===== src/rtl/dmem_arbiter.sv =====
// dmem_arbiter: CPU/DMA data-memory arbiter with a DMA starvation guard and read-return routing.
// Optional macro DMEM_ARB_STALL_CNT_EN adds stall_cnt, a saturating count of CPU stall cycles.
module dmem_arbiter #(
    parameter int ADDR_W       = 32,
    parameter int STARVE_LIMIT = 4
) (
    input  logic              clk,
    input  logic              reset,
`ifdef DMEM_ARB_STALL_CNT_EN
    output logic [15:0]       stall_cnt,
`endif
    input  logic              cpu_req,
    input  logic              cpu_we,
    input  logic [ADDR_W-1:0] cpu_addr,
    input  logic [31:0]       cpu_wdata,
    output logic              cpu_gnt,
    output logic              cpu_stall,
    output logic              cpu_rvalid,
    output logic [31:0]       cpu_rdata,
    input  logic              dma_req,
    input  logic              dma_we,
    input  logic [ADDR_W-1:0] dma_addr,
    input  logic [31:0]       dma_wdata,
    output logic              dma_gnt,
    output logic              dma_rvalid,
    output logic [31:0]       dma_rdata,
    output logic              mem_en,
    output logic              mem_we,
    output logic [ADDR_W-1:0] mem_addr,
    output logic [31:0]       mem_wdata,
    input  logic [31:0]       mem_rdata
);
    typedef enum logic [1:0] {IDLE, RD_CPU, RD_DMA} state_t;
    localparam logic [7:0] LIMIT = 8'(STARVE_LIMIT);
    state_t     state_q, state_d;
    logic [7:0] starve_q, starve_d;
    logic       starve_hit;
    // Grants are gated by reset so nothing leaks out while reset is held low.
    always_comb begin
        starve_hit = starve_q == LIMIT;
        cpu_gnt    = reset && cpu_req && !(dma_req && starve_hit);
        dma_gnt    = reset && dma_req && (!cpu_req || starve_hit);
        cpu_stall  = reset && cpu_req && !cpu_gnt;
        mem_en     = cpu_gnt || dma_gnt;
        mem_we     = cpu_gnt ? cpu_we : dma_gnt && dma_we;
        mem_addr   = cpu_gnt ? cpu_addr : dma_gnt ? dma_addr : '0;
        mem_wdata  = cpu_gnt ? cpu_wdata : dma_gnt ? dma_wdata : '0;
        starve_d   = (dma_req && !dma_gnt) ? (starve_hit ? starve_q : starve_q + 8'd1) : 8'd0;
    end
    always_ff @(posedge clk or negedge reset) begin
        if (!reset) begin
            state_q  <= IDLE;
            starve_q <= '0;
        end else begin
            state_q  <= state_d;
            starve_q <= starve_d;
        end
    end
    always_comb begin
        state_d = cpu_gnt && !cpu_we ? RD_CPU : dma_gnt && !dma_we ? RD_DMA : IDLE;
    end
    always_comb begin
        cpu_rvalid = state_q == RD_CPU;
        dma_rvalid = state_q == RD_DMA;
        cpu_rdata  = cpu_rvalid ? mem_rdata : '0;
        dma_rdata  = dma_rvalid ? mem_rdata : '0;
    end
`ifdef DMEM_ARB_STALL_CNT_EN
    logic [15:0] stall_cnt_q, stall_cnt_d;
    always_comb begin
        stall_cnt_d = (cpu_stall && stall_cnt_q != 16'hFFFF) ? stall_cnt_q + 16'd1 : stall_cnt_q;
    end
    always_ff @(posedge clk or negedge reset) begin
        if (!reset) stall_cnt_q <= '0;
        else stall_cnt_q <= stall_cnt_d;
    end
    assign stall_cnt = stall_cnt_q;
`endif
endmodule


===== config.mk =====
export PLATFORM = sky130hd
export DESIGN_NAME = dmem_arbiter
export DESIGN_NICKNAME = d
export VERILOG_FILES = /design/src/rtl/dmem_arbiter.sv
export SDC_FILE = /design/constraint.sdc
export NUM_CORES = 1
export LEC_CHECK = 0
export CORE_AREA = 4 4 115 117
export CTS_CLUSTER_SIZE = 28
export DETAILED_ROUTE_END_ITERATION = 10
export DIE_AREA = 0 0 119 121
export GPL_TIMING_DRIVEN = 0
export PLACE_DENSITY = 0.62
export SYNTH_ARGS = -nofsm -noshare
export SYNTH_HDL_FRONTEND = slang
export SYNTH_SLANG_ARGS = --single-unit
export TNS_END_PERCENT = 30

===== constraint.sdc =====
create_clock -name clk -period 6.4 [get_ports clk]
set_input_delay 1.28 -clock clk [delete_from_list [all_inputs] [get_ports clk]]
set_output_delay 1.28 -clock clk [all_outputs]
set_load 0.03 [all_outputs]

Word level (Yosys, flattened, before mapping)
Index checks and enable logic that the tools add are counted.
{"block": "classes", "muxes": 11, "reduce_logical": 18, "n_addsub": 1, "n_eq_ne": 4}
{"cell": "$mux W32", "count": 6}
{"cell": "$mux W8", "count": 2}
{"cell": "$logic_and A1 B1 Y1", "count": 10}
{"cell": "$add A8 B1 Y8 const B", "count": 1}
{"cell": "$eq A8 B3 Y1 const B", "count": 1}
{"cell": "$logic_not A1 Y1", "count": 6}
{"cell": "$mux W2", "count": 2}
{"cell": "$eq A2 B1 Y1 const B", "count": 1}
{"cell": "$eq A2 B2 Y1 const B", "count": 1}
{"cell": "$logic_or A1 B1 Y1", "count": 2}
{"cell": "$ne A2 B2 Y1 const B", "count": 1}
{"cell": "$mux W1", "count": 1}
{"block": "totals", "input_bits": 166, "word_cells": 36, "reg_bits": 10}

Logic depth before layout (Yosys ltp)
{"block": "logic_depth", "ltp_word": 6, "depth_mapped": 8}

Worst setup path after synthesis
Ideal clock, no wire load.
{"block": "synth_path", "kind": "in2out", "startpoint": "in dma_req", "endpoint": "out mem_addr[12]", "cell_stages": 6, "setup_slack_ps": 2361, "arrival_ps": 2759, "path_buffers": 3, "path_cell_list": "clkbuf_1 inv_1 nor2_1 clkbuf_1 clkbuf_1 a32o_1"}
{"block": "synth_between", "elab_chain_cells": 4}
{"item": "start: declaration", "line": "20", "source": "input logic dma_req,"}
{"item": "$logic_and A1 B1 Y1, on equally long branches", "line": "42, 41"}
{"item": "$logic_and A1 B1 Y1 / $logic_not A1 Y1 (equally long branches)", "line": "42, 41"}
{"item": "$mux W32 / $logic_and A1 B1 Y1 (equally long branches)", "line": "46, 41"}
{"item": "$mux W32 (*)", "line": "46", "source": "mem_addr = cpu_gnt ? cpu_addr : dma_gnt ? dma_addr : '0;"}
{"item": "end: declaration", "line": "29", "source": "output logic [ADDR_W-1:0] mem_addr,"}
Mark *: on every way between the ends. The rest lies on a longest branch, timed or not.

Final worst setup path
{"block": "layout_path", "startpoint": "in reset", "endpoint": "out mem_wdata[26]"}
{"block": "layout_between", "elab_chain_cells": 4}
{"item": "start: declaration", "line": "8", "source": "input logic reset,"}
{"item": "$logic_and A1 B1 Y1 (2 in series)", "line": "42", "source": "dma_gnt = reset && dma_req && (!cpu_req || starve_hit);"}
{"item": "$mux W32", "line": "47", "source": "mem_wdata = cpu_gnt ? cpu_wdata : dma_gnt ? dma_wdata : '0;"}
{"item": "$mux W32 (*)", "line": "47"}
{"item": "end: declaration", "line": "30", "source": "output logic [31:0] mem_wdata,"}
Marked as above.

==> flow_summary.toml <==
[clock_network]
hold_buffers = 0
cts_resized = 0
clockRootBuffer = "clkbuf_16"
post_cts_buffers = 0
clockBufferDepth = 2
cts.htree.levels = 1
cts_tree = "yes"
cts_made_buffers = 3
clk_pin_slew_worst_paths_ns = 0.04
clock_sinks = 10
clk-insertion-delay-late_ns = 0.23

[sta]
setup_viol = 0
min_period_ns = 5.86
fmax_mhz = 171
fin_tns_setup_ns = 0
hold_viol_final = 0
tightest_slew_ns = 0.660
clock_skew_ns = 0.00172
slew_headroom_pct = 55.8
rsz0062_at_grt = "no"
slew_violations = 0
finalCritPeriodShare_pct = 91.5

[yosys]
synth_compound_area_share_pct = 43.4
postSynthAreaPerCell_um2 = 8.10
synthFlopType = "dfrtp_1"
synth-edff-count = 0
synth_mux_area_share_pct = 0
ys_types = 32
synth_simple_gate_area_share_pct = 30.7
syn-cell-area_mm2 = 0.00181
synth-seq-cells = 10
synth_top_family_by_area = "compound AO/OA/AOI/OAI gates"
async_reset_ff_share_pct = 100
syn_nets = 391
synth-adder-area-share_pct = 1.39
syn_inst = 223
synthXorXnorAreaFrac_pct = 1.45
yosys_warnings = 0
ys_seq_area_share_pct = 13.9

[routing]
vias = 3168
postRouteAntennaNets = 0
vias_per_cell = 4.54
wl_per_cell_um = 17.8
first_pass_iters = 4
routed_wl_mm = 12.4
drc = 0
drtIter0Drc = 106

[power]
power_density_mw_per_mm2 = 108
ir_worst_vdd_uv = 109
power.share.sequential_pct = 12.9
p_int_uw = 348
clock_power_share_pct = 22.1
swShare_pct = 37.0
finalPower_uw = 553
leakagePower_uw = 0.00181
pwr-share-comb_pct = 65.0
power.switching_uw = 205

[finish]
areaGrowthSynthToFinish_pct = 182
drive_gt1_share_pct = 2.85
antenna_cells = 0
mostFrequentLayoutCell = "clkdlybuf4s50_1"
num-fill-cells = 1234
nets = 695
final_cell_mix = "clkdlybuf4s50_1, a32o_1, and2_1"

[worst_setup_path]
crit_path_start_kind = "input pin"
crit_path_end = "mem_wdata[26]"
slowest_stage = "clkdlybuf4s50_1"
slowest_delay_ns = 0.89
cp_top_family = "buffers and inverters"
cp.required_ns = 5.12
setup.worst_path.start = "reset"
critPathArrivalTime_ns = 4.58
r2r_start = "starve_q[0]"
worstPathMaxFanout = 16
rr_worst_depth = 7
path_depth = 7
r2r-end = "starve_q[1]"
path_class = "in -> out"
rrSetupSlack_ns = 4.08
worstPathCellList = "clkdlybuf4s50_1 -> inv_1 -> nor2_1 -> clkbuf_1 -> clkbuf_1 -> a32o_1 -> clkdlybuf4s50_1"
crit_path_end_kind = "output pin"
crit_buf_inv = 5

[global_route]
grt_pass1_wl_mm = 18.3
grt_max_degree = 17
grt_remaining_overflow = 0
antenna_found_initial = 0
grt_use_total_pct = 15.6
grt_pass1_vias = 3378

[die]
core_area_mm2 = 0.0124
placementRows = 41
io_pins = 301
initial_core_util_pct = 14.6
die_area_mm2 = 0.0144
die_w_um = 119
fp.dieH_um = 121

[min_path]
hold_path_depth = 2
hp-class = "reg -> reg"

[placement]
port_buffers = 299
dpl.hpwl_mm = 10.6
routabilityCongestion = 0.830

[status]
status = "completed"

[run]
max_cap_viol_count = 0
[layer usage]
metal / vias to the layer above / global-route usage [%] / part of all wire, %
li1: 1494 / - / -
met2: 200 / 28.4 / 49
met1: 1460 / 17.9 / 40
met5: - / 0 / 0
met4: 0 / 2.68 / 1.5
met3: 14 / 5.41 / 9.5
[worst min path at each step]
stage | from | end | slack [ns]
6_report | starve_q[5] | starve_q[5] | 0.58
5_1_grt | starve_q[7] | starve_q[7] | 0.62
4_1_cts | starve_q[5] | starve_q[5] | 0.59
3_5_place_dp | starve_q[5] | starve_q[5] | 0.58
3_3_place_gp | starve_q[7] | starve_q[7] | 0.55
2_1_floorplan | starve_q[7] | starve_q[7] | 0.51
[worst reg2reg max path: stages (launching register included)]
cell and delay, ns:
dfrtp_1 0.45, inv_1 0.11, ha_1 0.13, or4b_1 0.42, buf_2 0.20, o21ai_2 0.27
clkbuf_1 0.43, o211ai_1 0.17
[layout make-up]
class                      count  area, um^2  share of cell area, %
buffer                        30         149                   2.92
inverter                       5        18.8                  0.368
clock buffer                   4        88.8                   1.74
timing repair buffer         299        2990                   58.6
sequential                    10         250                   4.90
multi-input combinational    178        1390                   27.2
tap                          172         215                   4.22
[flip-flops by register name (all words and copies together) (netlist names)]
register  cells
starve_q      8
state_q       2
[metrics by stage]
step	setup WS, ns	util, %	cells	instance area (um^2)	hold slack [ns]
CTS	0.435	41.3	698	5100	0.587
global route	0.256	41.3	698	5100	0.618
floorplan	2.36	-	223	1810	0.515
finish	0.542	41.3	698	5100	0.582
detailed placement	0.448	40.6	694	5010	0.580
global placement	0.497	40.6	694	5010	0.550
[kinds of logic after synthesis]
group                    Yosys count
AO/OA/AOI/OAI                     82
XOR/XNOR                           3
flip-flops                        10
buffers and inverters             35
AND/OR/NAND/NOR                   91
adder cells (fa/ha/maj)            2
[power groups by stage]
| stage | combinational, uW | sequential (uW) | clock [uW] |
|---|---|---|---|
| finish | 359 | 71.4 | 122 |
| detailed placement | 360 | 72.3 | 0 |
| global placement | 358 | 72.1 | 0 |
| CTS | 362 | 71.4 | 124 |
| floorplan | 158 | 70.8 | 0 |
| global route | 380 | 71.9 | 130 |
[cell usage after synthesis, types with 2 or more instances]
master	instances	area share (%)
a21oi_1	3	0.83
nand3_1	5	1.4
dfrtp_1	10	14
clkbuf_1	21	4.4
nor2b_1	3	1.0
a32o_1	65	36
buf_2	5	1.4
ha_1	2	1.4
nor2_1	4	0.83
o2111ai_1	2	0.97
o21ai_0	4	1.1
buf_6	4	2.5
nand2_1	2	0.42
nor3_1	2	0.55
and2_1	64	22
xor2_1	2	0.97
nand3b_1	2	0.83
inv_1	5	1.0
or3_1	5	1.7
(Power assumes the default switching activity.)
